File: config.mk
export PLATFORM = sky130hd
export DESIGN_NAME = uwb_frame_serializer
export DESIGN_NICKNAME = d
export VERILOG_FILES = /design/src/rtl/uwb_tx_pkg.sv /design/src/rtl/uwb_keystream_lfsr.sv /design/src/rtl/uwb_frame_serializer.sv
export SDC_FILE = /design/constraint.sdc
export NUM_CORES = 1
export LEC_CHECK = 0
export ABC_AREA = 1
export CORE_AREA = 8 8 67 69
export DETAILED_ROUTE_END_ITERATION = 7
export DIE_AREA = 0 0 75 77
export HOLD_SLACK_MARGIN = 0.08
export PLACE_DENSITY = 0.89
export REMOVE_ABC_BUFFERS = 1
export SYNTH_ARGS = -nofsm -noshare
export SYNTH_HDL_FRONTEND = slang
export SYNTH_SLANG_ARGS = --single-unit
File: constraint.sdc
create_clock -name clk -period 4.5 [get_ports clk]
set_clock_uncertainty 0.05 [all_clocks]
set_input_delay 0.9 -clock clk [delete_from_list [all_inputs] [get_ports clk]]
set_output_delay 0.9 -clock clk [all_outputs]
set_load 0.02 [all_outputs]
File: src/rtl/uwb_tx_pkg.sv
// Shared types and constants for the UWB transmit serializer.
//   ser_state_t  : serializer FSM states
//   LFSR_TAPS    : keystream LFSR taps (x^8+x^6+x^5+x^4+1, bits 7,5,4,3)
//   CRC8_POLY    : CRC-8 polynomial (x^8+x^2+x+1)
//   DEFAULT_SFD  : start-of-frame delimiter
//   crc8_step()  : one-bit MSB-first CRC-8 update
package uwb_tx_pkg;

  typedef enum logic [2:0] {
    IDLE,
    PREAMBLE,
    SFD,
    PAYLOAD,
    CRC
  } ser_state_t;

  localparam logic [7:0] LFSR_TAPS   = 8'hB8;
  localparam logic [7:0] CRC8_POLY   = 8'h07;
  localparam logic [7:0] DEFAULT_SFD = 8'hA7;

  function automatic logic [7:0] crc8_step(input logic [7:0] crc, input logic din);
    crc8_step = {crc[6:0], 1'b0} ^ ((crc[7] ^ din) ? CRC8_POLY : 8'h00);
  endfunction

endpackage

File: src/rtl/uwb_keystream_lfsr.sv
// 8-bit Fibonacci keystream LFSR gating the bit-'1' RF path.
//   clk, rst  : clock, asynchronous active-low reset
//   load      : load seed (an all-zero seed is replaced by 0x01, which
//               would otherwise lock the register at zero)
//   seed      : seed value
//   advance   : step the register once
//   key_bit   : keystream output (lfsr[0])
module uwb_keystream_lfsr
  import uwb_tx_pkg::*;
(
  input  logic       clk,
  input  logic       rst,
  input  logic       load,
  input  logic [7:0] seed,
  input  logic       advance,
  output logic       key_bit
);

  logic [7:0] lfsr_q;

  always_ff @(posedge clk or negedge rst) begin
    if (!rst) begin
      lfsr_q <= '0;
    end else if (load) begin
      lfsr_q <= (seed == 8'h00) ? 8'h01 : seed;
    end else if (advance) begin
      lfsr_q <= {lfsr_q[6:0], ^(lfsr_q & LFSR_TAPS)};
    end
  end

  assign key_bit = lfsr_q[0];

endmodule

File: src/rtl/uwb_frame_serializer.sv
// UWB frame serializer: accepts payload bytes over valid/ready and sends
// preamble, SFD, payload (MSB first) and, when UWB_SER_CRC_EN is defined,
// a trailing CRC-8, one symbol per BIT_PERIOD clocks.
//   clk, rst        : clock, asynchronous active-low reset
//   s_data/s_valid/s_last/s_ready : payload byte stream
//   key_seed        : keystream seed, sampled at the frame-start handshake
//   bit_out, sk_out : serial symbol and key gate to the transmitter
//   sym_strobe      : first clock of every symbol
//   busy            : frame in progress
//   frame_done      : 1-clock pulse after the final symbol
//   underrun        : 1-clock pulse when the payload runs dry
// Optional feature macro: UWB_SER_CRC_EN (CRC-8 trailer).
//
// state    | meaning
// IDLE     | waiting for the first byte of a frame
// PREAMBLE | PREAMBLE_LEN symbols of 1,0,1,0...
// SFD      | 8 delimiter symbols, MSB first
// PAYLOAD  | payload bytes, MSB first; next byte requested in bit 0
// CRC      | 8 CRC-8 symbols, MSB first (UWB_SER_CRC_EN only)
module uwb_frame_serializer
  import uwb_tx_pkg::*;
#(
  parameter int         BIT_PERIOD   = 8,
  parameter int         PREAMBLE_LEN = 16,
  parameter logic [7:0] SFD          = DEFAULT_SFD
) (
  input  logic       clk,
  input  logic       rst,
  input  logic [7:0] s_data,
  input  logic       s_valid,
  input  logic       s_last,
  output logic       s_ready,
  input  logic [7:0] key_seed,
  output logic       bit_out,
  output logic       sk_out,
  output logic       sym_strobe,
  output logic       busy,
  output logic       frame_done,
  output logic       underrun
);

  localparam int            TW       = $clog2(BIT_PERIOD);
  localparam logic [TW-1:0] T_LAST   = TW'(BIT_PERIOD - 1);
  localparam logic [7:0]    PRE_LAST = 8'(PREAMBLE_LEN - 1);

  ser_state_t    state_q, state_d;
  logic [TW-1:0] timer_q;
  logic [7:0]    bit_cnt_q;
  logic [7:0]    shreg_q;
  logic          last_q;
  logic          done_q, underrun_q;
  logic          armed_q;
  logic          key_bit;

  logic sym_end, accept, load_byte, cnt_clr, done_d, underrun_d, ready_c;

  assign sym_end = (timer_q == T_LAST);

  always_ff @(posedge clk or negedge rst) begin
    if (!rst) state_q <= IDLE;
    else      state_q <= state_d;
  end

  always_comb begin
    state_d    = state_q;
    ready_c    = 1'b0;
    accept     = 1'b0;
    load_byte  = 1'b0;
    cnt_clr    = 1'b0;
    done_d     = 1'b0;
    underrun_d = 1'b0;
    case (state_q)
      IDLE: begin
        ready_c = armed_q;
        if (armed_q && s_valid) begin
          accept    = 1'b1;
          load_byte = 1'b1;
          state_d   = PREAMBLE;
        end
      end
      PREAMBLE: begin
        if (sym_end && bit_cnt_q == PRE_LAST) begin
          cnt_clr = 1'b1;
          state_d = uwb_tx_pkg::SFD;
        end
      end
      uwb_tx_pkg::SFD: begin
        if (sym_end && bit_cnt_q == 8'd7) begin
          cnt_clr = 1'b1;
          state_d = PAYLOAD;
        end
      end
      PAYLOAD: begin
        if (sym_end && bit_cnt_q == 8'd7) begin
          cnt_clr = 1'b1;
          if (last_q) begin
`ifdef UWB_SER_CRC_EN
            state_d = CRC;
`else
            state_d = IDLE;
            done_d  = 1'b1;
`endif
          end else begin
            // Request the next byte in the last clock of bit 0 so the
            // following byte starts without a gap symbol.
            ready_c = 1'b1;
            if (s_valid) begin
              load_byte = 1'b1;
            end else begin
              state_d    = IDLE;
              underrun_d = 1'b1;
            end
          end
        end
      end
`ifdef UWB_SER_CRC_EN
      CRC: begin
        if (sym_end && bit_cnt_q == 8'd7) begin
          state_d = IDLE;
          done_d  = 1'b1;
        end
      end
`endif
      default: state_d = IDLE;
    endcase
  end

  always_ff @(posedge clk or negedge rst) begin
    if (!rst) begin
      timer_q    <= '0;
      bit_cnt_q  <= '0;
      shreg_q    <= '0;
      last_q     <= 1'b0;
      done_q     <= 1'b0;
      underrun_q <= 1'b0;
      armed_q    <= 1'b0;
    end else begin
      armed_q    <= 1'b1;
      done_q     <= done_d;
      underrun_q <= underrun_d;
      if (state_q == IDLE || sym_end) timer_q <= '0;
      else                             timer_q <= timer_q + 1'b1;
      if (state_q == IDLE || cnt_clr) bit_cnt_q <= '0;
      else if (sym_end)                bit_cnt_q <= bit_cnt_q + 8'd1;
      if (load_byte) begin
        shreg_q <= s_data;
        last_q  <= s_last;
      end else if (state_q == PAYLOAD && sym_end) begin
        shreg_q <= {shreg_q[6:0], 1'b0};
      end
    end
  end

`ifdef UWB_SER_CRC_EN
  logic [7:0] crc_q;

  always_ff @(posedge clk or negedge rst) begin
    if (!rst) begin
      crc_q <= '0;
    end else if (accept) begin
      crc_q <= '0;
    end else if (state_q == PAYLOAD && sym_end) begin
      crc_q <= crc8_step(crc_q, shreg_q[7]);
    end else if (state_q == CRC && sym_end) begin
      crc_q <= {crc_q[6:0], 1'b0};
    end
  end
`endif

  // Stepping at the end of each payload symbol keeps sk_out constant for
  // the whole symbol; payload symbol k uses the seed advanced k times.
  uwb_keystream_lfsr u_lfsr (
    .clk     (clk),
    .rst     (rst),
    .load    (accept),
    .seed    (key_seed),
    .advance (state_q == PAYLOAD && sym_end),
    .key_bit (key_bit)
  );

  always_comb begin
    bit_out = 1'b0;
    sk_out  = 1'b0;
    case (state_q)
      PREAMBLE: begin
        bit_out = ~bit_cnt_q[0];
        sk_out  = 1'b1;
      end
      uwb_tx_pkg::SFD: begin
        bit_out = SFD[~bit_cnt_q[2:0]];
        sk_out  = 1'b1;
      end
      PAYLOAD: begin
        bit_out = shreg_q[7];
        sk_out  = key_bit;
      end
`ifdef UWB_SER_CRC_EN
      CRC: begin
        bit_out = crc_q[7];
        sk_out  = 1'b1;
      end
`endif
      default: ;
    endcase
  end

  assign s_ready    = ready_c;
  assign sym_strobe = (state_q != IDLE) && (timer_q == '0);
  assign busy       = (state_q != IDLE);
  assign frame_done = done_q;
  assign underrun   = underrun_q;

endmodule

# ---- After elaboration in Yosys (flattened, before gate mapping)
# Memory sizes are Yosys's and may differ from the RTL's.
# Index checks and enable logic that the tools add are counted.
dict set report totals {
  elab_cells 81
  output_inout_bits 7
  mem_bits_ro 8
  mem_count 1
  reg_bits 34
  in_bits 20
}
dict set report op_classes {
  magnitude_cmp 1
  bitwise 2
  n_addsub 2
  mux 37
  eq_ne 11
  n_reduce_logical 18
}
# name words width read_ports rd_clocked_by_memory_dff write_ports line_no
set mem_list {}
lappend mem_list {{(name not given)} 8 1 1 0 0 uwb_frame_serializer.sv:190} ;# bit_out = SFD[~bit_cnt_q[2:0]];
# cell count
set op_table {}
lappend op_table {{8-bit 2-to-1 mux} 7}
lappend op_table {{3-bit 2-to-1 mux} 7}
lappend op_table {{1-bit 2-to-1 mux} 17}
lappend op_table {{3-bit one-hot mux with 4 select lines} 1}
lappend op_table {{8-bit by 1-bit adder with 8-bit output (second input constant)} 1}
lappend op_table {{8-bit by 3-bit equality test with 1-bit output (second input constant)} 1}
lappend op_table {{8-bit by 4-bit equality test with 1-bit output (second input constant)} 1}
lappend op_table {{8-bit zero test} 1}
lappend op_table {{2-bit != test (second input constant)} 4}
lappend op_table {{1-bit one-hot mux with 2 select lines} 4}
lappend op_table {{8-bit XOR reduction} 1}
lappend op_table {{3-bit by 2-bit equality test with 1-bit output (second input constant)} 2}
lappend op_table {{3-bit zero test} 2}
lappend op_table {{2-bit nonzero test} 3}
lappend op_table {{1-bit logical AND} 5}
lappend op_table {{5-bit AND reduction} 1}
lappend op_table {{3-bit by 4-bit less-than comparator with 1-bit output (second input constant)} 1}
lappend op_table {{2-bit OR reduction} 2}
lappend op_table {{3-bit by 1-bit adder with 3-bit output (second input constant)} 1}
lappend op_table {{3-bit by 1-bit equality test with 1-bit output (second input constant)} 1}
lappend op_table {{3-bit equality test (second input constant)} 1}
lappend op_table {{3-bit != test (second input constant)} 1}
lappend op_table {{3-bit NOT} 1}
lappend op_table {{1-bit one-hot mux with 3 select lines} 1}
lappend op_table {{3 further kinds} 4}

# ---- Longest topological paths before layout
dict set report logic_depth {
  word_depth 6
  mapped_depth 12
}

# ---- Hierarchy
# A second synthesis with hierarchy kept.
dict set report hier_totals {
  cells_unflattened 249
  hier_area_um2 1910.6
}
# mod area_per_inst_um2 instances seq_area_each_um2 cells_per_inst
set modules_own_cells {}
lappend modules_own_cells {uwb_frame_serializer 1465.2 1 625.6 187}
lappend modules_own_cells {uwb_keystream_lfsr 445.4 1 200.2 62}

# ---- Least setup slack after synthesis
# No wires, ideal clock.
dict set report synth_path {
  path_type {register -> output}
  start {register timer_q[0]}
  end {output port s_ready}
  slack_ps 2122
  path_stages_with_launch 8
  arrival_time_ps 1428
  required_time_ps 3550
  path_buffers 1
  cell_sequence {dfrtp_1 > ha_1 > ha_1 > buf_4 > nand3_1 > inv_2 > nand4_1 > a21oi_1}
}
dict set report synth_via {
  elab_chain_len 4
}
# element line_no
set synth_lines {}
lappend synth_lines {{start: declaration} uwb_frame_serializer.sv:47} ;# logic [TW-1:0] timer_q;
lappend synth_lines {{start signal: assignment} uwb_frame_serializer.sv:142} ;# else timer_q <= timer_q + 1'b1;
lappend synth_lines {{3-bit equality test} uwb_frame_serializer.sv:57} ;# assign sym_end = (timer_q == T_LAST);
lappend synth_lines {{1-bit logical AND} uwb_frame_serializer.sv:94} ;# if (sym_end && bit_cnt_q == 8'd7) begin
lappend synth_lines {{1-bit 2-to-1 mux} uwb_frame_serializer.sv:94}
lappend synth_lines {{1-bit one-hot mux with 2 select lines} uwb_frame_serializer.sv:72} ;# case (state_q)
lappend synth_lines {{end: declaration} uwb_frame_serializer.sv:32} ;# output logic s_ready,
# Every way passes these cells.

# ---- Final worst setup path
# Same ends and word-level chain as after synthesis.

==> key figures <==
Synthesis
  • Syn Std Cell Area: between 1500 and 2000 um^2
  • Proportion of synthesized chip area in sequential cells: 42.6%
  • Synth warnings: 0
  • Syn_area_per_cell: between 7 and 8 um^2
  • Post-synth cell types: 29
  • Cell count after synthesis: 250
  • Flops & latches, synth: 33

Timing
  • Setup slack of the critical path after layout: between 1 and 1.5 ns
  • Least-Margin Pin Slew: 0.629 ns
  • Maximum clock frequency: between 200 and 300 MHz
  • Min cycle time layout: between 3 and 4 ns
  • Setup repair after global routing missed its margin: false
  • Final worst-path cycle share: ~74%
  • Post-route setup TNS: 0 ns
  • Pins Over Slew Limit: 0
  • Finish-stage setup viols: 0
  • Max-slew headroom: between 50% and 60%
  • Smallest hold slack: 0.428 ns
  • Final count of hold timing violations: 0

Setup path
  • Crit path launch type: register
  • R2R cell count: 8
  • Class of the most critical setup path: register to output port
  • Critical Path AT: roughly 2.4 ns
  • Required time at the endpoint of the critical path: 3.55 ns
  • Maximum fanout along the worst path: 7
  • Worst setup path start: timer_q[0]
  • Kind of end point of the critical path: output port
  • Worst r2r src: timer_q[0]

Clocking
  • Clock insertion delay at the later pin of the skew report: 0.34 ns
  • Maximum buffer depth of the clock tree: 2
  • Sinks on the clock net: 33
  • Post-CTS setup-driven buffer insertion count: 0
  • Resized cells post-CTS: 0
  • CTS H-tree lvls: 2
  • Cts-stage hold buffer count: 0
  • CTS Buf Count: 5
  • Root buffer selected by CTS: clkbuf_4
  • Clk pin slew, worst setup/hold paths: 0.09 ns
  • CTS tree: done

Die
  • Overall die height: approximately 77 um
  • Horizontal die dimension: between 70 and 80 um
  • Initial Utilization: a little under three fifths
  • Core Area: about 3500 um^2
  • Total die area: about 5800 um^2
  • Number of rows created at floorplan: 22
  • # IOs: 27

Pwr
  • Ratio of total power to cell area: around 510 nW/um^2
  • Peak VDD IR: slightly above 400 uV
  • Leakage power total: 1.13 nW
  • Power consumption: roughly 0.0012 W

GRT
  • Antenna violations before repair: 0
  • Maximum number of pins on one net before global-route repair: 34
  • All-layer global routing usage: between 10% and 20%
  • First-pass GRT wire length: roughly 7000 um
  • Gr ovfl total: 0
  • Number of global-route vias before repair: around 1.6k

Placed design
  • HPWL after DPL: around 2900 um
  • Setup slack at placement: around 1.5 ns
  • RePlAce Congestion: roughly 0.8
  • Number of buffers added on ports: 26

Drt
  • Count of antenna-violating nets left after detailed routing: 0
  • Final routed wirelength across all metal layers: approximately 4000 um
  • Iteration count of the initial detailed-routing pass: 4
  • Vias/cell: a little over 5
  • DR WL/cell: 12.3 um
  • DRC errors left: 0
  • Total vias in the final route: roughly 1.7k
  • Iteration-0 DRC Markers: ~150

Finish
  • Nets@finish: between 300 and 400
  • Antenna Diode Count: 0
  • Area grow syn2layout: 17.5%
  • Most common cell after layout, fill and taps aside: nand2_1
  • Layout cell share with drive strength beyond 1: 7.91%
  • Final core occ: between 60 and 70%
  • Top library cells by usage in the layout, fill and taps aside: 62 x nand2_1, 40 x nand3_1, 33 x dfrtp_1

Hold path
  • Beginning of the worst hold path: timer_q[0]
  • Hold/Removal Path Class: register to register
  • WHS Path Cells: 1

Run
  • Max Cap Viol: 0

Status
  • Outcome: finished clean
==> stage by stage <==
stage,cells,area [um^2]
after floorplan,243,1900
after global placement,318,2220
after detailed placement,318,2220
after CTS,326,2280
after global routing,326,2280
final,326,2280
==> state kept, by name, indices dropped and copies added, names as in the netlist <==
signal         count
frame_done         1
state_q            2
bit_cnt_q          8
last_q             1
shreg_q            8
timer_q            3
armed_q            1
underrun           1
u_lfsr.lfsr_q      8
==> worst max-delay path, stage by stage, from the launching register on <==
cell and delay, ns:
dfrtp_1 0.39, ha_1 0.17, ha_1 0.29, nand3_1 0.15, inv_2 0.12, nand4_1 0.14
a21oi_1 0.19, clkdlybuf4s50_1 0.63
==> layer usage <==
metal	global-route usage [%]	wire length (um)
met3	3.51	240
met4	6.08	56
met2	22.8	1890
met1	18.6	1820
met5	0	0
==> synth_stat cells <==
cell type	number	area, um^2
nand2_1	62	233
nand3_1	40	200
dfrtp_1	33	826
inv_1	32	120
nor2_1	22	82.6
ha_1	10	125
o211ai_1	6	45.0
o21ai_0	5	25.0
a21oi_1	4	20.0
clkbuf_1	3	11.3
or2_2	3	18.8
xnor2_1	3	26.3
xor2_1	3	26.3
a31oi_1	2	12.5
buf_2	2	10.0
inv_2	2	7.51
nand2_2	2	12.5
nand2_4	2	22.5
nand3b_1	2	15.0
nand4_1	2	12.5
nor2_2	2	12.5
buf_4	1	7.51
buf_6	1	11.3
conb_1	1	3.75
nand3_2	1	10.0
nand3_4	1	17.5
nor2_4	1	11.3
nor3_1	1	5.00
or2_1	1	6.26
==> power by group <==
group,switching [W],internal (W),total (W)
logic,0.000317,0.000220,0.000538
registers,0.0000699,0.000394,0.000464
clock network,0.000100,0.0000595,0.000160
==> worst paths after layout <==
path,slack [ns],to
min in group asynchronous,0.91,u_lfsr.lfsr_q[0]
worst max register to register,2.18,shreg_q[6]
max in group asynchronous,3.18,shreg_q[2]
worst min-delay path,0.43,timer_q[0]
worst max-delay path,1.15,s_ready
worst min register to register,0.43,timer_q[0]
==> cells by family (layout without fill, tap and decap cells) <==
kind of cell | Yosys count | count (layout) | share of synthesized area [%]
flip-flops | 33 | 33 | 42.6
buffers and inverters | 41 | 69 | 8.66
AND/OR/NAND/NOR | 142 | 142 | 34.0
AO/OA/AOI/OAI | 17 | 17 | 5.30
adder cells (fa/ha/maj) | 10 | 10 | 6.46
other | 1 | 1 | 0.194
XOR/XNOR | 6 | 6 | 2.71
==> cell type report <==
type                            instances  area [um^2]
Clock buffer                            6         41.3
Clock inverter                          2         10.0
Fill cell                             301         1220
Inverter                               34          128
Multi-Input combinational cell        176          943
Sequential cell                        33          826
Tap cell                               48         60.1
Timing Repair Buffer                   27          268
(Power assumes the default switching activity.)
